--- config.mk ---
export PLATFORM = sky130hd
export DESIGN_NAME = fetch_unit
export DESIGN_NICKNAME = d
export VERILOG_FILES = /design/src/rtl/fetch_unit.sv
export SDC_FILE = /design/constraint.sdc
export NUM_CORES = 1
export LEC_CHECK = 0
export ABC_AREA = 1
export CORE_AREA = 2 2 109 111
export DETAILED_ROUTE_END_ITERATION = 10
export DIE_AREA = 0 0 111 113
export DONT_BUFFER_PORTS = 1
export PLACE_DENSITY = 0.85
export REMOVE_ABC_BUFFERS = 1
export SETUP_SLACK_MARGIN = 0.15
export SYNTH_ARGS = -nofsm -noshare
export SYNTH_HDL_FRONTEND = slang
export SYNTH_SLANG_ARGS = --single-unit
--- constraint.sdc ---
create_clock -name clk -period 3.45 [get_ports clk]
set_input_delay 0.69 -clock clk [delete_from_list [all_inputs] [get_ports clk]]
set_output_delay 0.69 -clock clk [all_outputs]
set_load 0.01 [all_outputs]
--- src/rtl/fetch_unit.sv ---
// fetch_unit -- single-outstanding instruction fetch stage.
//
// Issues one instruction-memory read at a time and holds the returned word
// until downstream consumes it. The PC then advances to the sequential, jump
// or taken-branch target, depending on the decode flags presented with that
// consume handshake.
//
// Optional feature: define FETCH_RETIRE_CNT_EN to add the retire_cnt port and
// its counter of delivered instructions.
//
// Parameters
//   RESET_PC     PC value loaded on reset.
// Ports
//   clk          clock, rising edge
//   rst_n        asynchronous active-low reset
//   imem_req     read request, held until imem_ready
//   imem_addr    byte address of the request (equals pc)
//   imem_ready   memory accepts the request; imem_rdata valid same cycle
//   imem_rdata   instruction word from memory
//   instr        registered instruction for decode
//   instr_valid  instr holds a valid instruction
//   instr_ready  downstream consumes instr this cycle
//   pc           address of current instr / current request
//   pc_plus4     pc + 4 (wrapping)
//   jump         decoded jump, sampled on the consume handshake only
//   branch       decoded branch, sampled on the consume handshake only
//   zero         ALU zero flag, sampled on the consume handshake only
//   retire_cnt   delivered-instruction count (FETCH_RETIRE_CNT_EN only)

module fetch_unit #(
  parameter logic [31:0] RESET_PC = 32'h0000_0000
) (
  input  logic        clk,
  input  logic        rst_n,
  output logic        imem_req,
  output logic [31:0] imem_addr,
  input  logic        imem_ready,
  input  logic [31:0] imem_rdata,
  output logic [31:0] instr,
  output logic        instr_valid,
  input  logic        instr_ready,
  output logic [31:0] pc,
  output logic [31:0] pc_plus4,
  input  logic        jump,
  input  logic        branch,
  input  logic        zero
`ifdef FETCH_RETIRE_CNT_EN
  ,
  output logic [31:0] retire_cnt
`endif
);

  typedef enum logic [1:0] {
    ST_IDLE = 2'd0,
    ST_REQ  = 2'd1,
    ST_HOLD = 2'd2
  } state_t;

  state_t      r_state;
  state_t      w_state_nxt;
  logic [31:0] r_pc;
  logic [31:0] r_instr;
  logic [31:0] w_pc_plus4;
  logic [31:0] w_br_offset;
  logic [31:0] w_next_pc;
  logic        w_accept;
  logic        w_handshake;

  // Next-state and Moore outputs.
  always_comb begin
    w_state_nxt = r_state;
    imem_req    = 1'b0;
    instr_valid = 1'b0;
    case (r_state)
      ST_IDLE: begin
        w_state_nxt = ST_REQ;
      end
      ST_REQ: begin
        imem_req = 1'b1;
        if (imem_ready) begin
          w_state_nxt = ST_HOLD;
        end
      end
      ST_HOLD: begin
        instr_valid = 1'b1;
        if (instr_ready) begin
          w_state_nxt = ST_REQ;
        end
      end
      default: begin
        w_state_nxt = ST_IDLE;
      end
    endcase
  end

  // imem_ready only counts while a request is outstanding.
  assign w_accept    = imem_req & imem_ready;
  assign w_handshake = instr_valid & instr_ready;

  assign w_pc_plus4  = r_pc + 32'd4;
  assign w_br_offset = {{14{r_instr[15]}}, r_instr[15:0], 2'b00};

  // The decode flags feed only this mux, whose result is registered solely on
  // the handshake, so their values in any other cycle have no effect.
  always_comb begin
    w_next_pc = w_pc_plus4;
    if (jump) begin
      w_next_pc = {w_pc_plus4[31:28], r_instr[25:0], 2'b00};
    end else if (branch && zero) begin
      w_next_pc = w_pc_plus4 + w_br_offset;
    end
  end

  always_ff @(posedge clk or negedge rst_n) begin
    if (!rst_n) begin
      r_state <= ST_IDLE;
    end else begin
      r_state <= w_state_nxt;
    end
  end

  always_ff @(posedge clk or negedge rst_n) begin
    if (!rst_n) begin
      r_pc <= RESET_PC;
    end else if (w_handshake) begin
      r_pc <= w_next_pc;
    end
  end

  always_ff @(posedge clk or negedge rst_n) begin
    if (!rst_n) begin
      r_instr <= '0;
    end else if (w_accept) begin
      r_instr <= imem_rdata;
    end
  end

`ifdef FETCH_RETIRE_CNT_EN
  logic [31:0] r_retire_cnt;

  always_ff @(posedge clk or negedge rst_n) begin
    if (!rst_n) begin
      r_retire_cnt <= '0;
    end else if (w_handshake) begin
      r_retire_cnt <= r_retire_cnt + 32'd1;
    end
  end

  assign retire_cnt = r_retire_cnt;
`endif

  assign imem_addr = r_pc;
  assign pc        = r_pc;
  assign pc_plus4  = w_pc_plus4;
  assign instr     = r_instr;

endmodule

==> flow_summary_export.csv <==
group,metric,value,unit
status,status,"finished clean",
timing,timing.setup.tns,0,ns
timing,setup_ws,0.2673,ns
worst_setup_path,crit_family,"simple AND/OR/NAND/NOR gates",
synth,ys_seq_elements,64,
layout,fin_nets,1123,
drt,wire_per_inst,16.80,um
die,core_area,11270,um2
power_and_ir_drop,ir_worst_vdd,619.0,uV
synth,ys_top_cells_by_area,"dfrtp_1 24%, nand2_1 22%, inv_1 9.5%, ha_1 6.8%, nor2_1 5.8%",
timing,worstMarginPinSlew,0.9792,ns
worst_setup_path,slowest_stage,"dfrtp_2",
drt,first_pass_iters,6,
layout,drive_gt1_frac,0.1312,
timing,rsz0062_at_grt,"yes",
layout,final_core_util,0.6255,
grt,grt_pass1_vias,6186,
synth,synth_top_area_frac,0.2412,
die,start_util,0.5891,
layout,layout_common_cells,"381 x nand2_1, 167 x inv_1, 95 x nor2_1",
layout,areaGrowthSynthToFinish,6.180,%
timing,max_slew_margin,0.3472,
layout,diodes,0,
grt,grt_pass1_wl,31.94,mm
grt,antenna_found_initial,0,
timing,finalCritPeriodShare,0.9225,
synth,synth_edf_count,0,
synth,synth_area,6640,um2
power_and_ir_drop,p_leak,0.003986,uW
synth,yosys.area.top_type,"dfrtp_1",
synth,synth.distinct_cells,50,
worst_setup_path,crit_fanout,5,
worst_setup_path,cp.buffers_inverters,2,
clock_tree,htree_levels,3,
synth,ys.flop_type,"dfrtp_1",
synth,ys_seq_area_frac,0.2412,
drt,ant_nets,0,
worst_setup_path,cpPeakStageDelay,0.45,ns
clock_tree,max-clock-path-buffers,2,
placement,preCtsSetupSlack,0.1948,ns
synth,yosysWarnings,0,
die,die_x,111,um
drt,drcViolationCount,0,
timing,slew_violations,0,
worst_setup_path,arrival,3.36,ns
clock_tree,clock-sinks,64,
grt,gr-usage-all-layers,0.3236,
clock_tree,cts_tree,"yes",
die,die_h,113,um
synth,synth_async_sr_flop_share,1.000,
placement,post-dp-hpwl,15.62,mm
clock_tree,cts-root-buf,"clkbuf_16",
worst_setup_path,path_class,"reg -> reg",
clock_tree,clk_pin_slew_worst_paths,0.05,ns
timing,fin_skew,0.008408,ns
placement,place.gp.congestion,0.9782,
timing,setup_viol,0,
drt,via_count,6640,
power_and_ir_drop,power_density,1185,nW/um2
timing,fin_crit,3.183,ns
grt,grt_max_degree,65,
clock_tree,numCtsBuffers,9,
drt,avgViaCountPerCell,5.556,
timing,fmax,314.2,MHz
worst_setup_path,worstPathRequired,3.63,ns
min_path,worst_hold_path_type,"in -> async",
synth,syn_area_per_cell,6.264,um2
die,pin_count,169,
die,dieArea,12540,um2
worst_setup_path,worstPathCellList,"inv_2, nor2_4, nand2_4, nor3_4, xor2_1, ha_1, nand2_1, nor2_1, nand3_1, nand3b_1, inv_1, a21oi_1, o21ai_0, nand2_1, o21ai_0",
worst_setup_path,cp-end-kind,"register",
clock_tree,clk_latency,0.34,ns
die,rows,39,
placement,portBuffers,0,
grt,grt_overflow_total,0,
worst_setup_path,start_kind,"register",
synth,syn_inst,1060,
timing,hold_viol,0,
run,drv_cap,0,
drt,routed_wirelength,20.08,mm
layout,final_common_cell,"nand2_1",
drt,dr.first_iter.drc_count,693,
-- final timing paths --
| kind | startpoint | to | slack, ns | cells after the start |
|---|---|---|---|---|
| worst max-delay path | imem_addr[2]$_DFFE_PN0P_ | imem_addr[14]$_DFFE_PN0P_ | 0.27 | 15 |
| worst min-delay path | rst_n | instr[7]$_DFFE_PN0P_ | 0.05 | 0 |
| worst max register to register | imem_addr[2]$_DFFE_PN0P_ | imem_addr[14]$_DFFE_PN0P_ | 0.27 | 15 |
| worst min register to register | r_state[1]$_DFFE_PN0P_ | r_state[0]$_DFFE_PN0P_ | 0.49 | 1 |
| max in group asynchronous | rst_n | imem_addr[23]$_DFFE_PN0P_ | 3.27 | 0 |
| min in group clk | imem_ready | r_state[0]$_DFFE_PN0P_ | 0.43 | 1 |
-- per-layer routing --
metal	GRT usage	vias up	part of all wire
li1	-	3198	-
met1	0.4340	2988	0.40
met2	0.5194	396	0.45
met3	0.05838	58	0.11
met4	0.1358	0	0.035
met5	0	-	0
-- report_power, final --
part	switching [uW]	internal, uW
registers	802	1130
logic	3570	1890
clock network	344	618
total	4720	3640
-- what timing repair did --
item | 4_1_cts | 5_1_grt
buffers inserted | 0 | 1
hold buffers | 0 | 0
setup endpoints to repair | 0 | 19
resized for setup | 0 | 32
-- cells by family after synthesis --
logic type	share of synthesized area
flip-flops	0.2412
adder cells (fa/ha/maj)	0.07085
buffers and inverters	0.1568
XOR/XNOR	0.02601
other	0.0005647
AND/OR/NAND/NOR	0.3859
AO/OA/AOI/OAI	0.07631
multiplexers	0.04240
-- synthesized netlist by cell type (all sizes together), types with 4 or more instances --
cell type,instances
nand2,396
inv,172
nor2,113
dfrtp,64
nand3,62
a21oi,45
buf,42
ha,36
o21ai,31
mux2,25
xor2,14
clkbuf,12
nand4,8
nand3b,5
nor3,4
xnor2,4
-- flip-flops by register name, indices dropped and copies added, names as in the netlist --
signal / count
instr: 32
imem_addr: 30
r_state: 2
-- area by class of cell --
class,count,area (um2)
repair buffers,26,195.2
well taps,143,178.9
flip-flops and latches,64,1623
clock buffers,12,266.5
fillers,1029,4222
inverters,173,649.4
multi-input cells,773,4086
clock inverters,4,51.30
-- metrics by stage --
stage	cells	area, um2	total power, uW	hold slack [ns]
after floorplan	1010	6267	5657	0.3944
after global placement	1178	6636	7018	0.3956
after detailed placement	1178	6636	7125	0.3956
after CTS	1194	6954	8119	0.03648
after global routing	1195	7051	9122	0.03470
final	1195	7051	8357	0.04897
Power figures use the tool's default switching activity.
